[config.mk]
export PLATFORM = sky130hd
export DESIGN_NAME = prog_interval_timer
export DESIGN_NICKNAME = d
export VERILOG_FILES = /design/src/rtl/prog_interval_timer_pkg.sv /design/src/rtl/prog_interval_timer_tick_prescaler.sv /design/src/rtl/prog_interval_timer.sv
export SDC_FILE = /design/constraint.sdc
export NUM_CORES = 1
export LEC_CHECK = 0
export ABC_AREA = 1
export BUFFER_PORTS_ARGS = -buffer_cell sky130_fd_sc_hd__buf_2
export CORE_UTILIZATION = 45
export CTS_CLUSTER_DIAMETER = 200
export DETAILED_ROUTE_END_ITERATION = 10
export PLACE_DENSITY = 0.74
export SLEW_MARGIN = 40
export SYNTH_ARGS = -nofsm -noshare
export SYNTH_HDL_FRONTEND = slang
export SYNTH_SLANG_ARGS = --single-unit
[constraint.sdc]
create_clock -name clk -period 1.8 [get_ports clk]
set_input_delay 0.18 -clock clk [delete_from_list [all_inputs] [get_ports clk]]
set_output_delay 0.18 -clock clk [all_outputs]
set_load 0.02 [all_outputs]
[src/rtl/prog_interval_timer_pkg.sv]
// -----------------------------------------------------------------------------
// prog_interval_timer_pkg
//   Shared definitions for the programmable interval timer: the FSM state
//   encoding and the one-shot / periodic mode encoding of the mode input.
// -----------------------------------------------------------------------------
package prog_interval_timer_pkg;

    typedef enum logic {
        ST_IDLE = 1'b0,
        ST_RUN  = 1'b1
    } state_e;

    localparam logic MODE_ONESHOT  = 1'b0;
    localparam logic MODE_PERIODIC = 1'b1;

endpackage : prog_interval_timer_pkg

[src/rtl/prog_interval_timer_tick_prescaler.sv]
// -----------------------------------------------------------------------------
// tick_prescaler
//   Divides the clock by exactly TICK_DIV. While en is high the internal
//   counter advances once per clock and wraps to 0 after TICK_DIV-1; tick is
//   high during the cycle in which the counter sits at TICK_DIV-1 with en high.
//   While en is low the counter holds.
//
// Ports
//   clk   in  system clock (posedge)
//   rst   in  synchronous active-low reset, clears the counter
//   clr   in  synchronous clear back to 0 (wins over en)
//   en    in  count enable
//   tick  out one-cycle base tick (combinational from the counter and en)
// -----------------------------------------------------------------------------
module tick_prescaler #(
    parameter int TICK_DIV = 5000000
) (
    input  logic clk,
    input  logic rst,
    input  logic clr,
    input  logic en,
    output logic tick
);

    localparam int PRE_W = $clog2(TICK_DIV);
    localparam logic [PRE_W-1:0] PRE_LAST = PRE_W'(TICK_DIV - 1);

    logic [PRE_W-1:0] pre_q;
    logic [PRE_W-1:0] pre_d;

    assign tick = en && (pre_q == PRE_LAST);

    // Explicit wrap at TICK_DIV-1 so the period does not depend on 2^PRE_W.
    always_comb begin
        pre_d = pre_q;
        if (clr) begin
            pre_d = '0;
        end else if (en) begin
            if (pre_q == PRE_LAST) begin
                pre_d = '0;
            end else begin
                pre_d = pre_q + PRE_W'(1);
            end
        end
    end

    always_ff @(posedge clk) begin
        if (!rst) begin
            pre_q <= '0;
        end else begin
            pre_q <= pre_d;
        end
    end

endmodule : tick_prescaler

[src/rtl/prog_interval_timer.sv]
// -----------------------------------------------------------------------------
// prog_interval_timer
//   Programmable interval timer. A prescaler produces a base tick every
//   TICK_DIV clocks; a loadable down-counter counts load_val ticks and then
//   pulses timeout. One-shot mode returns to idle after the pulse, periodic
//   mode reloads and keeps running with no gap cycle. enable pauses a running
//   interval, abort stops it silently, and start in RUN restarts it.
//
// Ports
//   clk        in  system clock (posedge)
//   rst        in  synchronous active-low reset
//   start      in  pulse: load load_val and begin timing (ignored if load_val==0)
//   abort      in  pulse: stop timing without a timeout
//   enable     in  level: 0 freezes prescaler and counter while running
//   mode       in  0 = one-shot, 1 = periodic; sampled at start
//   load_val   in  tick count N; sampled at start
//   timeout    out one-cycle pulse when N ticks have elapsed (registered)
//   busy       out high while running, including paused (registered)
//   remaining  out ticks left in the current interval, 0 when idle
// -----------------------------------------------------------------------------
module prog_interval_timer
    import prog_interval_timer_pkg::*;
#(
    parameter int TICK_DIV = 5000000,
    parameter int CNT_W    = 8
) (
    input  logic             clk,
    input  logic             rst,
    input  logic             start,
    input  logic             abort,
    input  logic             enable,
    input  logic             mode,
    input  logic [CNT_W-1:0] load_val,
    output logic             timeout,
    output logic             busy,
    output logic [CNT_W-1:0] remaining
);

    state_e           state_q,   state_d;
    logic [CNT_W-1:0] count_q,   count_d;
    logic [CNT_W-1:0] reload_q,  reload_d;
    logic             mode_q,    mode_d;
    logic             timeout_q, timeout_d;

    logic pre_clr;
    logic pre_en;
    logic tick;

    // The prescaler only runs in RUN; enable low pauses it in place.
    assign pre_en = (state_q == ST_RUN) && enable;

    tick_prescaler #(
        .TICK_DIV (TICK_DIV)
    ) u_prescaler (
        .clk  (clk),
        .rst  (rst),
        .clr  (pre_clr),
        .en   (pre_en),
        .tick (tick)
    );

    // Priority: abort > start > tick. abort only acts in RUN, so an abort in
    // IDLE lets a simultaneous start through.
    always_comb begin
        state_d   = state_q;
        count_d   = count_q;
        reload_d  = reload_q;
        mode_d    = mode_q;
        timeout_d = 1'b0;
        pre_clr   = 1'b0;

        if (abort && (state_q == ST_RUN)) begin
            state_d = ST_IDLE;
            count_d = '0;
            pre_clr = 1'b1;
        end else if (start && (load_val != '0)) begin
            state_d  = ST_RUN;
            count_d  = load_val;
            reload_d = load_val;
            mode_d   = mode;
            pre_clr  = 1'b1;
        end else if ((state_q == ST_RUN) && tick) begin
            // Compare at 1 before decrementing so the counter never wraps.
            if (count_q == CNT_W'(1)) begin
                timeout_d = 1'b1;
                if (mode_q == MODE_PERIODIC) begin
                    // Prescaler wraps on its own, so the next interval
                    // starts immediately.
                    count_d = reload_q;
                end else begin
                    state_d = ST_IDLE;
                    count_d = '0;
                    pre_clr = 1'b1;
                end
            end else begin
                count_d = count_q - CNT_W'(1);
            end
        end
    end

    always_ff @(posedge clk) begin
        if (!rst) begin
            state_q   <= ST_IDLE;
            count_q   <= '0;
            reload_q  <= '0;
            mode_q    <= MODE_ONESHOT;
            timeout_q <= 1'b0;
        end else begin
            state_q   <= state_d;
            count_q   <= count_d;
            reload_q  <= reload_d;
            mode_q    <= mode_d;
            timeout_q <= timeout_d;
        end
    end

    assign timeout   = timeout_q;
    assign busy      = (state_q == ST_RUN);
    assign remaining = count_q;

endmodule : prog_interval_timer
**Word level (Yosys, flattened, before mapping)**

Cells that the tools add are included.

- Bits in registers: 42
- Bits in latches: 0
- Memory bits (writable): 0
- Bits in read-only memories: 0
- Bits of input ports: 14
- Output and inout port bits: 10
- Logic and storage cells: 42
- Memories: 0

- Add/sub/neg operators: 2
- $mul: 0
- Divide/modulo/power cells: 0
- Magnitude comparators: 0
- Equality and inequality tests: 3
- Shift-type cells: 0
- Mux-type cells: 15
- Bitwise operators: 3
- Reduce and logical (&&, ||, !) cells: 13

Operator list:

| kind | count |
|---|---|
| 2-to-1 mux 8 bit | 4 |
| adder 23 x 1 -> 23 bit (second input constant) | 1 |
| equality test 23 bit (second input constant) | 1 |
| 2-to-1 mux 23 bit | 1 |
| 2-to-1 mux 1 bit | 10 |
| equality test 8 x 1 -> 1 bit (second input constant) | 1 |
| nonzero test 8 bit | 1 |
| subtractor 8 x 1 -> 8 bit (second input constant) | 1 |
| logical AND 1 bit | 5 |
| nonzero test 2 bit | 2 |
| OR reduction 2 bit | 2 |
| OR reduction 4 bit | 1 |
| NOT 1 bit | 3 |
| AND reduction 3 bit | 1 |
| inequality test 2 x 1 -> 1 bit (second input constant) | 1 |
| AND reduction 2 bit | 1 |

**Logic depth before layout (Yosys ltp)**

Gate-level depths: netlist of the first run.

- Depth in word-level cells: 7
- Depth in mapped cells: 11
- Depth with buffers taken out: 11

**Modules after synthesis**

Synthesis of the first run repeated with hierarchy kept, for this count alone.

- Cell total of the unflattened synthesis: 397
- Area, all modules: 2539.9 µm²

By module, submodules not included:

| module | times used | cells each | area each (µm²) | seq. area each (µm²) |
|---|---|---|---|---|
| tick_prescaler | 1 | 210 | 1342.5 | 460.4 |
| prog_interval_timer | 1 | 187 | 1197.4 | 380.4 |

**Worst setup path after synthesis of the first run**

Ideal clock, no wire load.

- Path type: register to register
- Start: reg count_q[0] (netlist: remaining[0])
- End: reg count_q[5] (netlist: remaining[5])
- Setup time: 0.064 ns
- Data arrival time: 1.387 ns
- Required time: 1.736 ns
- Setup slack: 0.349 ns
- Cell stages (with the launch flop): 8
- Path buffers: 0
- Period minus slack after synthesis: 1.451 ns
- Cells stage by stage: dfxtp_1 ha_1 nand3_1 nor2_2 nand2_1 o211ai_1 nor2_1 nor2_1

- Word-level cells in the longest chain between the ends: 4
- Elaborated cells on any way between the ends: 5
- Those cells by class: add/sub: 1; eq/ne: 1; mux: 3

Ends and longest elaborated chain:

| element | RTL line | RTL |
|---|---|---|
| start: declaration | prog_interval_timer.sv:40 | `logic [CNT_W-1:0] count_q, count_d;` |
| start signal: assignment | prog_interval_timer.sv:110 | `count_q <= count_d;` |
| subtractor 8 x 1 -> 8 bit / equality test 8 x 1 -> 1 bit (equally long branches) | prog_interval_timer.sv:96, prog_interval_timer.sv:84 |  |
| 2-to-1 mux 8 bit * | prog_interval_timer.sv:84 | `if (count_q == CNT_W'(1)) begin` |
| 2-to-1 mux 8 bit * | prog_interval_timer.sv:82 | `end else if ((state_q == ST_RUN) && tick) begin` |
| 2-to-1 mux 8 bit * | prog_interval_timer.sv:76 | `end else if (start && (load_val != '0)) begin` |

Every way passes the cells marked *; elsewhere a longest branch is shown, timed or not. The select of a mux whose other input is x is not followed.
A chain may end at the register's enable or synchronous reset.

**Worst setup path in the final report of the first run**

- Start: reg u_prescaler.pre_q[0]
- End: reg count_q[6] (netlist: remaining[6])

- Word-level cells in the longest chain between the ends: 4

Ends and longest elaborated chain:

| element | RTL line | RTL |
|---|---|---|
| start: declaration | prog_interval_timer_tick_prescaler.sv:28 | `logic [PRE_W-1:0] pre_q;` |
| start signal: assignment | prog_interval_timer_tick_prescaler.sv:51 | `pre_q <= pre_d;` |
| equality test 23 bit | prog_interval_timer_tick_prescaler.sv:31 | `assign tick = en && (pre_q == PRE_LAST);` |
| logical AND 1 bit | prog_interval_timer_tick_prescaler.sv:31 |  |
| logical AND 1 bit | prog_interval_timer.sv:82 |  |
| nonzero test 2 bit (no line) | - |  |

No other way between the ends.

==> run metrics, run 1 <==
WL/cell about 12 um; number of global-route vias before repair between 2k and 2.5k; reg2reg path depth 8; dpl ws 0.144 ns; Initial Utilization 47.0%; worst hold path endpoint reload_q[0]; min-delay src load_val[0]; I/O Buffers 23; Power Dens Cells about 730 nW/um^2; first-pass GRT wire length between 9000 and 10000 um; Post-Syn Nets roughly 390; max cap viols 0; Clock Path Buffers 2; drt pass-1 iters 4; Max H-tree Level 2; Skew-Pair Late Insertion Delay ~0.29 ns; P_leak roughly 1.2 nW; nature of the critical path startpoint register; row count 26; Syn Inst Count ~370; crit path time final ~1.6 ns; fin nets between 400 and 500; synth unique cells 33; Seq/Total Area, Yosys between 30% and 40%; Sink Count between 40 and 50; Die Area 5670 sq um; # fillers 535; HPWL after detailed placement 4200 um; RSZ-0062 raised after global routing no; Worst Tran Pin Value 0.736 ns; Tcrit/Tclk final between 80% and 90%; I/O pin count 24; hold crit path type in -> reg; Setup Crit Path Kind reg -> reg; via count around 2.3k; gr ovfl total 0; Reg clk slew, reported paths around 0.080 ns; hold buffers post-CTS 0; R2R Path End remaining[6]; CTS root buf clkbuf_8; status finished clean; CTS tree built; crit path DAT approximately 1.8 ns; worst path required time 1.99 ns; CP Capture Type register; final wirelength approximately 5600 um; Synth Area in Compound Gates 9.68%; VDD IR-drop max 0.452 mV; synthesized area per cell between 6 and 7 sq um; core footprint 5140 sq um; Yosys warnings 0; commonest non-fill, non-tap cell in the layout nand2_1; simple-gate share of the synthesized area a little over two fifths; initial antenna violation count 0; final setup violation count 0; layout cell share with drive strength beyond 1 ~14%; ANT cells 0; largest family of logic cells by synthesized area simple AND/OR/NAND/NOR gates; most frequent cells in the layout nand2_1 (92), nor2_1 (63), inv_1 (42); Synth Cell Area 2420 sq um; worst relative slew slack slightly above 50%; Final Hold Viols 0; Setup WS post-layout between 0.15 and 0.2 ns; Adder-Cell Fraction of Synth Area 1.55%; worst reg-to-reg setup slack around 0.20 ns; Post-Synth XOR/XNOR Area approximately 2.2%; Die Ht 75.3 um; DRC errors left 0; Max Fanout on Critical Path 4; Area growth, synth to finish 13.7%; hold path cells 3; antenna-violating nets left 0; Final Power 2.00 mW; max-slew violations 0; register bit total from synthesis between 40 and 50; DIE WIDTH roughly 75 um; Setup TNS 0 ns; vias per cell 4.97; post-synthesis mux area share 0%; largest net degree at the start of global routing 20; clock buffer count from CTS 5; worst clock skew around 0.0046 ns; gr usage total 21.3%; GPL Wtd Cong around 0.86; drt initial violations around 190; Max Freq 624 MHz; Worst R2R Start u_prescaler.pre_q[0]
[power breakdown]
part           total (mW)  internal (mW)  leakage (nW)  switching [mW]
logic               0.294          0.105         0.779           0.189
registers           0.994          0.961         0.343          0.0331
clock network       0.714          0.388        0.0575           0.326
[critical path, cell delays in order (launching register included)]
cell and delay [ns]:
dfxtp_2 0.37, ha_2 0.22, nand3_2 0.12, nor2_1 0.13, nand3_1 0.08, nor2_1 0.22, nand3_1 0.17, nor2_1 0.14
nor2_1 0.05
[logic make-up (layout without fill, tap and decap cells)]
family          after synthesis  after routing
simple gates                232            232
buf+inv                      48             78
flops                        42             42
compound gates               41             41
xor+xnor                      6              6
fa+ha+maj                     3              3
[repair_timing]
item | 4_1_cts | 5_1_grt
resized for setup | 0 | 8
setup endpoints to repair | 0 | 10
buffers inserted | 0 | 1
hold endpoints to repair | 0 | 0
[registers in the layout, summed over array words and instances (netlist names)]
| register | cells |
|---|---|
| reload_q | 8 |
| timeout | 1 |
| mode_q | 1 |
| u_prescaler.pre_q | 23 |
| remaining | 8 |
| busy | 1 |
[how the worst max path moves through the flow]
stage | end | from | slack, ns
after floorplan | remaining[5] | remaining[0] | 0.35
after CTS | remaining[5] | u_prescaler.pre_q[0] | 0.12
final | remaining[6] | u_prescaler.pre_q[0] | 0.20
after global placement | remaining[6] | u_prescaler.pre_q[0] | 0.14
after global routing | u_prescaler.pre_q[20] | u_prescaler.pre_q[0] | 0.005
after detailed placement | u_prescaler.pre_q[20] | u_prescaler.pre_q[0] | 0.14
[cell type report]
| cell class | instances | area [sq um] | area share (%) |
|---|---|---|---|
| well taps | 70 | 87.6 | 3.19 |
| multi-input cells | 282 | 1400 | 50.9 |
| repair buffers | 27 | 145 | 5.28 |
| inverters | 43 | 164 | 5.97 |
| flip-flops and latches | 42 | 843 | 30.7 |
| clock buffers | 8 | 110 | 4.01 |
[cell usage after synthesis]
master	count	share of area, %
nand2_1	93	14
nor2_1	64	9.9
dfxtp_1	42	35
inv_1	42	6.5
nand3_1	34	7.0
o21ai_0	17	3.5
a21oi_1	16	3.3
nor3_1	13	2.7
nand4_1	6	1.6
nor3b_1	5	1.6
nand2_2	4	1.0
o21bai_1	4	1.2
xor2_1	4	1.4
ha_1	3	1.6
nor2_2	3	0.78
buf_6	2	0.93
nand3b_1	2	0.62
nor3_2	2	0.83
xnor2_1	2	0.73
a21boi_0	1	0.31
buf_2	1	0.21
buf_4	1	0.31
clkbuf_1	1	0.16
inv_4	1	0.26
nand2_4	1	0.47
nand3_2	1	0.41
nor2_8	1	0.83
nor3_4	1	0.67
nor4_1	1	0.26
o211ai_1	1	0.31
o21ai_4	1	0.67
o31ai_1	1	0.31
or2_2	1	0.26
[layer usage]
metal  track usage, %  vias up  share of wire [%]
met1             31.1     1017                 50
met5                0        -                  0
met4             7.61        0                2.0
li1                 -     1255                  -
met2             30.9       60                 43
met3             4.55       12                5.2
[through the flow]
| step | hold WS, ns | cell area, sq um | utilization, % | cells |
|---|---|---|---|---|
| finish | 0.160 | 2750 | 53.5 | 472 |
| global route | 0.179 | 2750 | 53.5 | 472 |
| CTS | 0.153 | 2710 | 52.8 | 471 |
| detailed placement | 0.438 | 2600 | 50.6 | 463 |
| global placement | 0.431 | 2600 | 50.6 | 463 |
| floorplan | 0.315 | 2420 | - | 372 |
No activity file was read; power rests on OpenSTA's default activity.
==> inputs of run 2 (changes only) <==
PLACE_DENSITY = 0.65   (was 0.74)
==> run 2 against run 1 <==
  * Highest routed layer unchanged
  * Register-to-register slack got worse by 0.04 ns
  * Sequential share of layout area fell by 0.16 points
  * Non-clock buffer count rose by 3
  * Power rose by 1.6%
==> run metrics, run 2 (same netlist as run 1, synthesis figures left out) <==
status finished clean; core footprint just over 5000 sq um; most frequent cells in the layout nand2_1 (92), nor2_1 (64), inv_1 (42); gr ovfl total 0; vias per cell roughly 5; antenna-violating nets left 0; dpl ws around 0.15 ns; HPWL after detailed placement about 4400 um; # fillers between 500 and 600; row count 26; CTS tree built; via count around 2.3k; Critical path buffers and inverters 1; Die Area between 5000 and 6000 sq um; Final Hold Viols 0; layout cell share with drive strength beyond 1 13.6%; Tcrit/Tclk final about nine tenths; number of global-route vias before repair 2046; clock buffer count from CTS 5; CP Capture Type register; Max Freq roughly 610 MHz; Power Dens Cells 738 nW/um^2; worst reg-to-reg setup slack between 0.15 and 0.2 ns; drt pass-1 iters 4; Skew-Pair Late Insertion Delay around 0.30 ns; ANT cells 0; gr usage total ~23%; I/O pin count 24; RSZ-0062 raised after global routing yes; placed cells between 400 and 500; crit path DAT between 1.5 and 2 ns; Area growth, synth to finish 14.1%; largest net degree at the start of global routing 20; final setup violation count 0; worst relative slew slack between 60% and 70%; DRC errors left 0; Setup WS post-layout about 0.16 ns; max FFs per register 23; DIE WIDTH 75.3 um; Initial Utilization between 40% and 50%; max cap viols 0; Crit path max-delay family simple AND/OR/NAND/NOR gates; WL/cell 12.5 um; Most flops, register u_prescaler.pre_q; Max H-tree Level 2; nature of the critical path startpoint register; I/O Buffers 23; first-pass GRT wire length 9600 um; final wirelength approximately 6000 um; Non-Filler Instances ~480; slowest cell delay on critical path between 0.3 and 0.4 ns; fin nets about 420; drt initial violations between 150 and 200; Reg clk slew, reported paths approximately 0.09 ns; Setup Crit Path Kind reg -> reg; worst clock skew between 0.01 and 0.015 ns; crit path time final ~1.6 ns; hold crit path type in -> reg; CTS root buf clkbuf_8; Max Fanout on Critical Path 4; initial antenna violation count 0; max-slew violations 0; worst-path cell chain ha_1, nand3_2, nor3_4, buf_4, nand2_1, nor3_1, nor3_2; worst path required time 2.00 ns; P_leak 1.19 nW; Clock Path Buffers 2; VDD IR-drop max 0.417 mV; Crit-path slowest cell dfxtp_1; commonest non-fill, non-tap cell in the layout nand2_1; Sink Count 42; hold buffers post-CTS 0; GPL Wtd Cong slightly below 0.9; Worst Tran Pin Value 0.458 ns; Die Ht between 70 and 80 um
## run 2: metrics by stage
step	TNS, ns	hold WS (ns)	utilization, %	power [mW]	cell area (sq um)
after detailed placement	0	0.437	50.9	1.31	2620
after global routing	-0.196	0.177	53.7	2.14	2760
after global placement	0	0.433	50.9	1.30	2620
after CTS	0	0.152	53.0	2.05	2720
final	0	0.165	53.7	2.03	2760
after floorplan	0	0.315	-	1.22	2420
## run 2: metal layers
metal | vias up | track usage [%] | routed length (um) | part of all wire, %
met1 | 1031 | 35.7 | 3200 | 54
met4 | 0 | 9.47 | 133 | 2.2
li1 | 1256 | - | - | -
met2 | 45 | 29.7 | 2350 | 40
met3 | 13 | 4.15 | 263 | 4.4
met5 | - | 0 | 0 | 0
## run 2: path summary, 6_finish.rpt
kind	depth (start not counted)	endpoint	start
min reg2reg	2	reload_q[1]	reload_q[1]
max reg2reg	7	u_prescaler.pre_q[14]	u_prescaler.pre_q[1]
max	7	u_prescaler.pre_q[14]	u_prescaler.pre_q[1]
min	3	reload_q[0]	load_val[0]
## run 2: power by group
part / internal (mW) / switching [mW]
logic: 0.106 / 0.193
registers: 0.961 / 0.0331
clock network: 0.415 / 0.325
## run 2: area by class of cell
cell class / instances / area, sq um / share of cell area, %
clock buffers: 7 / 76.3 / 2.77
well taps: 70 / 87.6 / 3.18
repair buffers: 30 / 168 / 6.08
clock inverters: 1 / 30.0 / 1.09
inverters: 43 / 164 / 5.94
flip-flops and latches: 42 / 842 / 30.5
multi-input cells: 282 / 1390 / 50.4
## run 2: worst register-to-register path: cells and delay by family, from the launching register on
kind                     cells  cell delay [ns]
AND/OR/NAND/NOR              5             0.78
flip-flops                   1             0.38
adder cells (fa/ha/maj)      1             0.23
buffers and inverters        1             0.15
## run 2: repair_timing
action | in CTS | in global routing
buffers inserted | 0 | 2
resized for setup | 0 | 5
setup endpoints to repair | 0 | 19
